### src/rtl/quad_gen.sv
// Quadrature step generator: emits Gray-coded {a,b} steps at a programmable rate
// with a one-entry command queue and a signed position count.
module quad_gen #(
    parameter int MIN_PERIOD = 4,
    parameter int POS_W      = 16
) (
    input  logic             clk,
    input  logic             rst,
    input  logic             cmd_valid,
    output logic             cmd_ready,
    input  logic             cmd_dir,
    input  logic [7:0]       cmd_steps,
    input  logic [7:0]       cmd_period,
    output logic [1:0]       q,
    output logic             busy,
    output logic             done,
    output logic [POS_W-1:0] position
);

    localparam logic [7:0]       MIN_P8  = MIN_PERIOD[7:0];
    localparam logic [POS_W-1:0] POS_ONE = {{(POS_W-1){1'b0}}, 1'b1};

    typedef enum logic {IDLE, RUN} state_t;

    state_t           r_state, w_state_next;
    logic             r_init;
    logic             r_pend_v, r_pend_dir;
    logic [7:0]       r_pend_steps, r_pend_per;
    logic             r_act_dir;
    logic [7:0]       r_act_steps, r_act_per, r_cnt;
    logic [1:0]       r_phase, r_q;
    logic [POS_W-1:0] r_pos;
    logic             r_done;

    logic       w_accept, w_step, w_last;
    logic       w_load_cmd, w_load_pend, w_to_pend, w_done_next;
    logic [7:0] w_eff_per;
    logic [1:0] w_phase_next;

    assign w_accept     = cmd_valid & cmd_ready;
    assign w_eff_per    = (cmd_period < MIN_P8) ? MIN_P8 : cmd_period;
    assign w_step       = (r_state == RUN) && (r_cnt == 8'd0);
    assign w_last       = w_step && (r_act_steps == 8'd1);
    assign w_phase_next = r_act_dir ? r_phase + 2'd1 : r_phase - 2'd1;

    always_ff @(posedge clk or posedge rst) begin
        if (rst) r_state <= IDLE;
        else     r_state <= w_state_next;
    end

    always_comb begin
        w_state_next = r_state;
        unique case (r_state)
            IDLE: if (w_load_cmd) w_state_next = RUN;
            RUN:  if (w_last && !w_load_cmd && !w_load_pend) w_state_next = IDLE;
        endcase
    end

    // A new command arriving on the final-step edge chains straight into RUN
    // without a done pulse; a zero-step command anywhere just produces done.
    always_comb begin
        w_load_cmd  = 1'b0;
        w_load_pend = 1'b0;
        w_to_pend   = 1'b0;
        w_done_next = 1'b0;
        unique case (r_state)
            IDLE: begin
                if (w_accept) begin
                    if (cmd_steps != 8'd0) w_load_cmd  = 1'b1;
                    else                   w_done_next = 1'b1;
                end
            end
            RUN: begin
                if (w_last) begin
                    if (r_pend_v) begin
                        if (r_pend_steps != 8'd0) w_load_pend = 1'b1;
                        else                      w_done_next = 1'b1;
                    end else if (w_accept && (cmd_steps != 8'd0)) begin
                        w_load_cmd = 1'b1;
                    end else begin
                        w_done_next = 1'b1;
                    end
                end else if (w_accept) begin
                    w_to_pend = 1'b1;
                end
            end
        endcase
    end

    assign cmd_ready = r_init & ~r_pend_v;
    assign busy      = (r_state == RUN);
    assign done      = r_done;
    assign q         = r_q;
    assign position  = r_pos;

    always_ff @(posedge clk or posedge rst) begin
        if (rst) begin
            r_init       <= 1'b0;
            r_pend_v     <= 1'b0;
            r_pend_dir   <= 1'b0;
            r_pend_steps <= '0;
            r_pend_per   <= '0;
            r_act_dir    <= 1'b0;
            r_act_steps  <= '0;
            r_act_per    <= '0;
            r_cnt        <= '0;
            r_phase      <= '0;
            r_q          <= '0;
            r_pos        <= '0;
            r_done       <= 1'b0;
        end else begin
            r_init <= 1'b1;
            r_done <= w_done_next;

            if (w_load_cmd) begin
                r_act_dir   <= cmd_dir;
                r_act_steps <= cmd_steps;
                r_act_per   <= w_eff_per;
                r_cnt       <= w_eff_per - 8'd1;
            end else if (w_load_pend) begin
                r_act_dir   <= r_pend_dir;
                r_act_steps <= r_pend_steps;
                r_act_per   <= r_pend_per;
                r_cnt       <= r_pend_per - 8'd1;
            end else if (w_step) begin
                r_act_steps <= r_act_steps - 8'd1;
                r_cnt       <= r_act_per - 8'd1;
            end else if (r_state == RUN) begin
                r_cnt <= r_cnt - 8'd1;
            end

            if (w_step) begin
                r_phase <= w_phase_next;
                r_q     <= {w_phase_next[1], w_phase_next[0] ^ w_phase_next[1]};
                r_pos   <= r_act_dir ? r_pos + POS_ONE : r_pos - POS_ONE;
            end

            if (w_to_pend) begin
                r_pend_v     <= 1'b1;
                r_pend_dir   <= cmd_dir;
                r_pend_steps <= cmd_steps;
                r_pend_per   <= w_eff_per;
            end else if (w_last) begin
                r_pend_v <= 1'b0;
            end
        end
    end

endmodule
### config.mk
export PLATFORM = sky130hd
export DESIGN_NAME = quad_gen
export DESIGN_NICKNAME = d
export VERILOG_FILES = /design/src/rtl/quad_gen.sv
export SDC_FILE = /design/constraint.sdc
export NUM_CORES = 1
export LEC_CHECK = 0
export CAP_MARGIN = 20
export CORE_ASPECT_RATIO = 0.5
export CORE_UTILIZATION = 40
export DETAILED_ROUTE_END_ITERATION = 8
export PLACE_DENSITY = 0.61
export SYNTH_ARGS = -nofsm -noshare
export SYNTH_HDL_FRONTEND = slang
export SYNTH_SLANG_ARGS = --single-unit
### constraint.sdc
create_clock -name clk -period 4.43 [get_ports clk]
set_clock_uncertainty 0.2 [all_clocks]
set_input_delay 0.886 -clock clk [delete_from_list [all_inputs] [get_ports clk]]
set_output_delay 0.886 -clock clk [all_outputs]
set_load 0.03 [all_outputs]
==> results.cfg, run 1 <==
[sta]
fmax_mhz = 285
hold_violations = 0
timing.final.crit_share_pct = 79.3
drv_slew = 0
relSlewSlack_pct = 34.2
worst_pin_slew_ns = 0.984
rsz0062_at_grt = false
tns_ns = 0
setup_violations = 0
period_minus_slack_ns = 3.51

[global_route]
grt_pass1_wl_um = 14900
grtUsageTotal_pct = 19.5
grt_pass1_vias = 2964
antenna_found_initial = 0
grt_max_degree = 50
globalRouteOverflowTotal = 0

[layout]
multi_input_area_um2 = 2130
drive_gt1_share_pct = 12.8
utilization_pct = 52.2
antennaDiodeCount = 0
syn2layout_area_growth_pct = 21.7
nets = 493
fill_cells = 839
regArea_um2 = 1630

[critical_path]
reg2regPathDepth = 8
critPathTopFamily = compound AO/OA/AOI/OAI gates
endpoint = r_cnt[7]$_DFFE_PP0P_
critical_path_arrival_ns = 3.56
path_max_fanout = 8
critPathLaunch = cmd_steps[2]
rrSetupSlack_ns = 1.14
max_stage_delay_ns = 0.47
worstPathRequired_ns = 4.48
critPathBufInv = 1
cp_slowest_cell = clkdlybuf4s50_1
crit_path_start_kind = input pin
criticalPathCategory = in -> reg
r2r_start = r_act_steps[2]$_DFFE_PP0P_
cp.depth = 9
end_kind = flip-flop
crit_chain = clkdlybuf4s50_1 > nor4_4 > a21oi_2 > and3_1 > a22o_1 > o21bai_2 > nor4_1 > a31oi_1 > o31ai_2
r2r_end = r_cnt[7]$_DFFE_PP0P_

[cts]
cts_buffers = 9
root_buffer = clkbuf_16
ctsResizeCount = 0
post_cts_buffers = 0
clkTransAtPathRegs_ns = 0.05
htreeDepth = 3
tritoncts = yes
clock_sinks = 65
clk_latency_ns = 0.34
hold_buffers = 0
clk_path_buf_depth = 2

[die]
initial_core_util_pct = 42.9
core_area_um2 = 9040
die_w_um = 141
die_h_um = 71.6
num_io_pins = 41
placementRows = 24
die_area_um2 = 10100

[place]
place.gp.congestion = 0.819
post-dp-hpwl_um = 6440
portBuffers = 40

[power_and_ir_drop]
p_switching_w = 0.000292
p_leak_nw = 2.15
p_seq_share_pct = 44.0
switching_share_pct = 21.6
p_clk_share_pct = 53.1
vdd_drop_max_mv = 0.196
comb_power_share_pct = 2.9
p_per_area_nw_per_um2 = 287
cellInternalPower_w = 0.00106

[routing]
ant_nets = 0
wl_per_cell_um = 15.3
drc = 0
drt-total-wl_um = 9030
via_per_inst = 5.25
first_pass_iters = 4
vias = 3100
drt_iter0_markers = 173

[synthesis]
synth_cell_types = 64
yosysWarnings = 0
synth_cells = 411
syn_area_per_cell_um2 = 9.43
synth_seq_cells = 65
synth_area_um2 = 3880
seq_area_frac_synth_pct = 42.0
syn_nets = 449
synthArstFlopShare_pct = 100
synthFlopType = dfrtp_1
synth_edf_count = 0

[run_status]
status = finished clean

[job]
drv_cap = 0

[hold_path]
hold_path_class = reg -> reg
how the worst min path moves through the flow:
stage                                      endpoint  cells after the start  slack (ns)                       from
final                      r_act_per[2]$_DFFE_PP0P_                      1        0.28   r_act_per[2]$_DFFE_PP0P_
after global routing       r_act_per[5]$_DFFE_PP0P_                      1        0.30   r_act_per[5]$_DFFE_PP0P_
after CTS                  r_act_per[5]$_DFFE_PP0P_                      1        0.28   r_act_per[5]$_DFFE_PP0P_
after detailed placement   r_act_per[5]$_DFFE_PP0P_                      1        0.27   r_act_per[5]$_DFFE_PP0P_
after global placement    r_pend_per[1]$_DFFE_PP0P_                      2        0.26  r_pend_per[1]$_DFFE_PP0P_
after floorplan            r_act_per[3]$_DFFE_PP0P_                      2        0.25   r_act_per[3]$_DFFE_PP0P_
final cells by class:
type	count	area share, %
multi-input cells	321	45.3
clock inverters	5	1.17
repair buffers	47	9.60
inverters	11	0.876
clock buffers	11	5.15
well taps	130	3.45
flip-flops and latches	65	34.5
routing by layer:
layer	track usage (%)	vias to the layer above	share of wire, %
li1	-	1567	-
met1	26.3	1455	51
met2	30.1	67	43
met3	5.41	11	4.4
met4	7.49	0	1.4
met5	0	-	0
kinds of logic (layout without fill, tap and decap cells):
| family | Yosys count | count (layout) | share of synthesized area, % |
|---|---|---|---|
| compound gates | 117 | 117 | 20.2 |
| xor+xnor | 27 | 27 | 6.10 |
| fa+ha+maj | 18 | 18 | 6.00 |
| buf+inv | 25 | 74 | 2.97 |
| flops | 65 | 65 | 42.0 |
| mux | 15 | 15 | 4.33 |
| other cells | 1 | 1 | 0.0967 |
| simple gates | 143 | 143 | 18.3 |
power groups by stage:
stage               Sequential, W  Combinational [W]  Clock, W
finish                   0.000595          0.0000393  0.000719
global route             0.000594          0.0000440  0.000763
CTS                      0.000595          0.0000407  0.000738
detailed placement       0.000605          0.0000407         0
global placement         0.000605          0.0000403         0
floorplan                0.000605          0.0000117         0
synthesized netlist by cell type (9+ instances only):
| master | instances | share of area [%] |
|---|---|---|
| a21oi_1 | 30 | 3.9 |
| clkbuf_1 | 9 | 0.87 |
| dfrtp_1 | 65 | 42 |
| ha_1 | 17 | 5.5 |
| inv_1 | 11 | 1.1 |
| mux2_2 | 14 | 4.1 |
| nand2_1 | 69 | 6.7 |
| nand3_1 | 10 | 1.3 |
| nor2_1 | 24 | 2.3 |
| o21ai_0 | 30 | 3.9 |
| xnor2_1 | 18 | 4.1 |
| xor2_1 | 9 | 2.0 |
cells in the final DEF, fill, tap and decap left out, types with 14 or more instances in the layout:
cell type         n
xnor2_1          18
o21ai_0          30
dfrtp_1          65
clkdlybuf4s50_1  40
a21oi_1          30
nand2_1          69
ha_1             17
nor2_1           24
mux2_2           14
per-stage QoR:
step	area [µm²]	hold slack, ns	worst slack, ns	cells	total power [W]
after CTS	4720	0.279	0.902	590	0.00137
final	4720	0.277	0.917	590	0.00135
after floorplan	3880	0.246	1.33	411	0.000617
after global routing	4720	0.298	0.702	590	0.00140
after detailed placement	4420	0.267	0.566	574	0.000646
after global placement	4420	0.262	0.603	574	0.000646
sequential cells by signal, indices dropped and copies added (netlist names):
| name | count |
|---|---|
| busy | 1 |
| done | 1 |
| position | 16 |
| q | 1 |
| r_act_dir | 1 |
| r_act_per | 8 |
| r_act_steps | 8 |
| r_cnt | 8 |
| r_init | 1 |
| r_pend_dir | 1 |
| r_pend_per | 8 |
| r_pend_steps | 8 |
| r_pend_v | 1 |
| r_phase | 2 |
Power figures use the tool's default switching activity.
==> run 2: changes to the inputs <==
==> constraint.sdc (replaced) <==
create_clock -name clk -period 3.5 [get_ports clk]
set_clock_uncertainty 0.2 [all_clocks]
set_input_delay 0.7 -clock clk [delete_from_list [all_inputs] [get_ports clk]]
set_output_delay 0.7 -clock clk [all_outputs]
set_load 0.03 [all_outputs]
==> results.cfg, run 2 (same netlist as run 1, synthesis figures left out) <==
[die]
core_area_um2 = 9040
placementRows = 24
die_w_um = 141
initial_core_util_pct = 42.9
die_area_um2 = 10100
num_io_pins = 41
die_h_um = 71.6

[routing]
first_pass_iters = 4
drt-total-wl_um = 9220
ant_nets = 0
wl_per_cell_um = 15.3
via_per_inst = 5.25
vias = 3156
drt_iter0_markers = 225
drc = 0

[sta]
timing.final.crit_share_pct = 90.5
tns_ns = 0
holdWs_ns = 0.276
hold_violations = 0
fmax_mhz = 316
worst_slack_ns = 0.333
worst_pin_slew_ns = 0.618
rsz0062_at_grt = false
relSlewSlack_pct = 58.4
setup_violations = 0
period_minus_slack_ns = 3.17
drv_slew = 0

[cts]
clk_path_buf_depth = 2
cts_buffers = 9
htreeDepth = 3
clkTransAtPathRegs_ns = 0.05
clock_sinks = 65
tritoncts = yes
clk_latency_ns = 0.34
root_buffer = clkbuf_16
hold_buffers = 0
post_cts_buffers = 0
ctsResizeCount = 0

[hold_path]
hold_depth = 1
min_to = r_act_per[5]$_DFFE_PP0P_
hold_start = r_act_per[5]$_DFFE_PP0P_
hold_path_class = reg -> reg

[critical_path]
max_stage_delay_ns = 0.58
end_kind = flip-flop
worstPathRequired_ns = 3.52
cp_slowest_cell = nor4_1
crit_path_start_kind = flip-flop
rrSetupSlack_ns = 0.33
cpMostUsedCell = nor4_1
path_max_fanout = 6
crit_chain = nor4_1 > a211oi_1 > and3_2 > a22o_1 > o21bai_2 > nor4_1 > and4_4 > o31ai_2
r2r_start = r_pend_steps[2]$_DFFE_PP0P_
r2r_end = r_cnt[7]$_DFFE_PP0P_
critical_path_arrival_ns = 3.18
criticalPathCategory = reg -> reg
reg2regPathDepth = 8

[layout]
most-common-layout-cells = nand2_1, dfrtp_1, clkdlybuf4s50_1
syn2layout_area_growth_pct = 24.7
fill_cells = 842
final_common_cell = nand2_1
largest_register_ffs = 16
nets = 505
multi_input_area_um2 = 2130
drive_gt1_share_pct = 14.6
regArea_um2 = 1630
utilization_pct = 53.5
fin_area_um2 = 4830
antennaDiodeCount = 0

[job]
drv_cap = 0

[global_route]
antenna_found_initial = 0
grt_pass1_wl_um = 15400
grt_pass1_vias = 3051
grtUsageTotal_pct = 20.2
globalRouteOverflowTotal = 0
grt_max_degree = 35

[place]
portBuffers = 40
dp_slack_ns = 0.0744
place.gp.congestion = 0.815
post-dp-hpwl_um = 6710
dpl_cell_area_um2 = 4520

[power_and_ir_drop]
p_per_area_nw_per_um2 = 367
p_leak_nw = 2.22
vdd_drop_max_mv = 0.218

[run_status]
status = finished clean
-- run 2: cell types whose count changed in the layout (fill, tap and decap cells not counted), sizes merged --
cell / delta
clkinv: -1
buf: +12
clkinvlp: -2
bufinv: +1
clkbuf: +1
-- run 2: final cells by class --
class                           count  share of cell area, %
Clock inverter                      3                   1.35
Sequential cell                    65                   33.7
Inverter                           11                  0.854
Timing Repair Buffer               59                   11.5
Clock buffer                       12                   5.10
Tap cell                          130                   3.37
Multi-Input combinational cell    321                   44.2
-- run 2: critical path: cells and delay by family, from the launching register on --
family	cells	cell delay, ns
and+or+nand+nor	4	1.73
AOI/OAI and AO/OA	4	0.71
DFF	1	0.40
-- run 2: report_power, final --
part           internal, W  leakage, nW  total [W]  switching, W
Sequential        0.000753        0.824   0.000753   0.000000225
Combinational    0.0000248         1.25  0.0000535     0.0000287
Clock             0.000638        0.153   0.000967      0.000329
-- run 2: per-stage QoR --
| stage | instances | power (W) |
|---|---|---|
| after CTS | 601 | 0.00179 |
| final | 601 | 0.00177 |
| after global placement | 586 | 0.000821 |
| after detailed placement | 586 | 0.000821 |
| after floorplan | 411 | 0.000781 |
| after global routing | 601 | 0.00183 |
-- run 2: worst max-delay path by stage --
stage | start | endpoint | depth (start not counted)
floorplan | r_act_dir$_DFFE_PP0P_ | position[15]$_DFFE_PP0N_ | 11
global placement | cmd_steps[2] | r_cnt[7]$_DFFE_PP0P_ | 10
detailed placement | cmd_steps[6] | r_cnt[7]$_DFFE_PP0P_ | 10
CTS | r_pend_steps[2]$_DFFE_PP0P_ | r_cnt[7]$_DFFE_PP0P_ | 8
global route | r_cnt[0]$_DFFE_PP0P_ | r_cnt[7]$_DFFE_PP0P_ | 8
finish | r_pend_steps[2]$_DFFE_PP0P_ | r_cnt[7]$_DFFE_PP0P_ | 8
-- run 2: routing by layer --
metal  GRT usage, %  part of all wire, %  vias to the layer above
met1           27.7                   51                     1491
met4           7.13                  1.5                        0
li1               -                    -                     1594
met2           31.2                   44                       57
met3           5.21                  3.7                       14
met5              0                    0                        -
==> run 3: changes to the inputs <==
==> constraint.sdc (replaced) <==
create_clock -name clk -period 4.1 [get_ports clk]
set_clock_uncertainty 0.2 [all_clocks]
set_input_delay 0.82 -clock clk [delete_from_list [all_inputs] [get_ports clk]]
set_output_delay 0.82 -clock clk [all_outputs]
set_load 0.03 [all_outputs]
==> results.cfg, run 3 (same netlist as run 1, synthesis figures left out) <==
[layout]
final_common_cell = nand2_1
syn2layout_area_growth_pct = 22.8
drive_gt1_share_pct = 13.6
most-common-layout-cells = nand2_1, dfrtp_1, clkdlybuf4s50_1
nets = 496
regArea_um2 = 1630
multi_input_area_um2 = 2130
fill_cells = 857
antennaDiodeCount = 0
largest_register_ffs = 16

[critical_path]
reg2regPathDepth = 8
rrSetupSlack_ns = 0.74
end_kind = flip-flop
max_stage_delay_ns = 0.62
path_max_fanout = 12
critical_path_arrival_ns = 3.40
criticalPathCategory = reg -> reg
endpoint = r_cnt[6]$_DFFE_PP0P_
r2r_start = r_pend_steps[2]$_DFFE_PP0P_
critPathLaunch = r_pend_steps[2]$_DFFE_PP0P_
crit_chain = nor4_1 > a211oi_1 > and3_2 > a22o_1 > o21bai_2 > nor4_1 > a21oi_1 > o31ai_1
crit_path_start_kind = flip-flop
cpMostUsedCell = nor4_1
r2r_end = r_cnt[6]$_DFFE_PP0P_
cp_slowest_cell = nor4_1
worstPathRequired_ns = 4.14

[global_route]
antenna_found_initial = 0
globalRouteOverflowTotal = 0
grtUsageTotal_pct = 19.8
busiest_layer = met2
grt_pass1_wl_um = 15300
grtUsageMet1_pct = 27.2
met3_usage_pct = 4.41
grt_pass1_vias = 3096
met2_usage_pct = 30.8
grt_max_degree = 36

[sta]
setup_violations = 0
worst_pin_slew_ns = 0.975
fmax_mhz = 298
hold_violations = 0
rsz0062_at_grt = false
drv_slew = 0
holdWs_ns = 0.276
relSlewSlack_pct = 34.9
period_minus_slack_ns = 3.36
tns_ns = 0
timing.final.crit_share_pct = 81.9

[place]
portBuffers = 40
post-dp-hpwl_um = 6650
place.gp.congestion = 0.826

[cts]
ctsResizeCount = 0
root_buffer = clkbuf_16
post_cts_buffers = 0
tritoncts = yes
clkTransAtPathRegs_ns = 0.06
hold_buffers = 0
clk_path_buf_depth = 2
clk_latency_ns = 0.33
clock_sinks = 65
cts_buffers = 9
htreeDepth = 3

[hold_path]
hold_path_class = reg -> reg

[run_status]
status = finished clean

[routing]
drt-total-wl_um = 8970
drt_iter0_markers = 125
via_per_inst = 5.24
drc = 0
wl_per_cell_um = 15.1
vias = 3108
ant_nets = 0
first_pass_iters = 4

[die]
core_area_um2 = 9040
initial_core_util_pct = 42.9
die_w_um = 141
die_area_um2 = 10100
placementRows = 24
num_io_pins = 41
die_h_um = 71.6

[power_and_ir_drop]
vdd_drop_max_mv = 0.217
p_per_area_nw_per_um2 = 317
p_leak_nw = 2.17

[job]
drv_cap = 0
-- run 3: cell count changes in the layout (fill, tap and decap cells not counted), sizes merged --
cell,previous run,this run
buf,19,10
clkinvlp,0,4
clkbuf,12,9
-- run 3: report_power, final --
| group | internal (W) | leakage [nW] | switching, W | total, W |
|---|---|---|---|---|
| sequential | 0.000642 | 0.824 | 0.000000262 | 0.000643 |
| combinational | 0.0000193 | 1.20 | 0.0000240 | 0.0000434 |
| clock | 0.000530 | 0.144 | 0.000291 | 0.000821 |
-- run 3: worst min path at each step --
stage	end	cells past startpoint	start	slack, ns
after floorplan	r_act_per[3]$_DFFE_PP0P_	2	r_act_per[3]$_DFFE_PP0P_	0.25
after global placement	position[15]$_DFFE_PP0N_	1	position[15]$_DFFE_PP0N_	0.26
after detailed placement	position[15]$_DFFE_PP0N_	1	position[15]$_DFFE_PP0N_	0.26
after CTS	position[15]$_DFFE_PP0N_	1	position[15]$_DFFE_PP0N_	0.28
after global routing	r_act_per[3]$_DFFE_PP0P_	2	r_act_per[3]$_DFFE_PP0P_	0.31
final	position[15]$_DFFE_PP0N_	1	position[15]$_DFFE_PP0N_	0.28
-- run 3: metrics by stage --
step                setup slack, ns  util, %  std cells  area (µm²)  power [W]
finish                        0.741     52.7        593        4760    0.00151
global route                  0.570     52.7        593        4760    0.00156
CTS                           0.762     52.7        593        4760    0.00153
detailed placement            0.410     49.1        577        4440   0.000699
global placement              0.454     49.1        577        4440   0.000699
floorplan                      1.04        -        411        3880   0.000667
-- run 3: critical path: cells and delay by family (launching register included) --
kind | cells | cell delay [ns]
flip-flops | 1 | 0.39
AND/OR/NAND/NOR | 3 | 1.51
AO/OA/AOI/OAI | 5 | 1.18
-- run 3: layout make-up --
type,instances,area share (%)
Clock buffer,9,4.73
Clock inverter,7,2.00
Inverter,11,0.867
Multi-Input combinational cell,321,44.8
Sequential cell,65,34.2
Tap cell,130,3.42
Timing Repair Buffer,50,9.99
-- run 3: routing by layer --
| layer | vias up | wire length, µm |
|---|---|---|
| met4 | 0 | 137 |
| met3 | 11 | 369 |
| li1 | 1582 | - |
| met2 | 65 | 3870 |
| met5 | - | 0 |
| met1 | 1450 | 4590 |
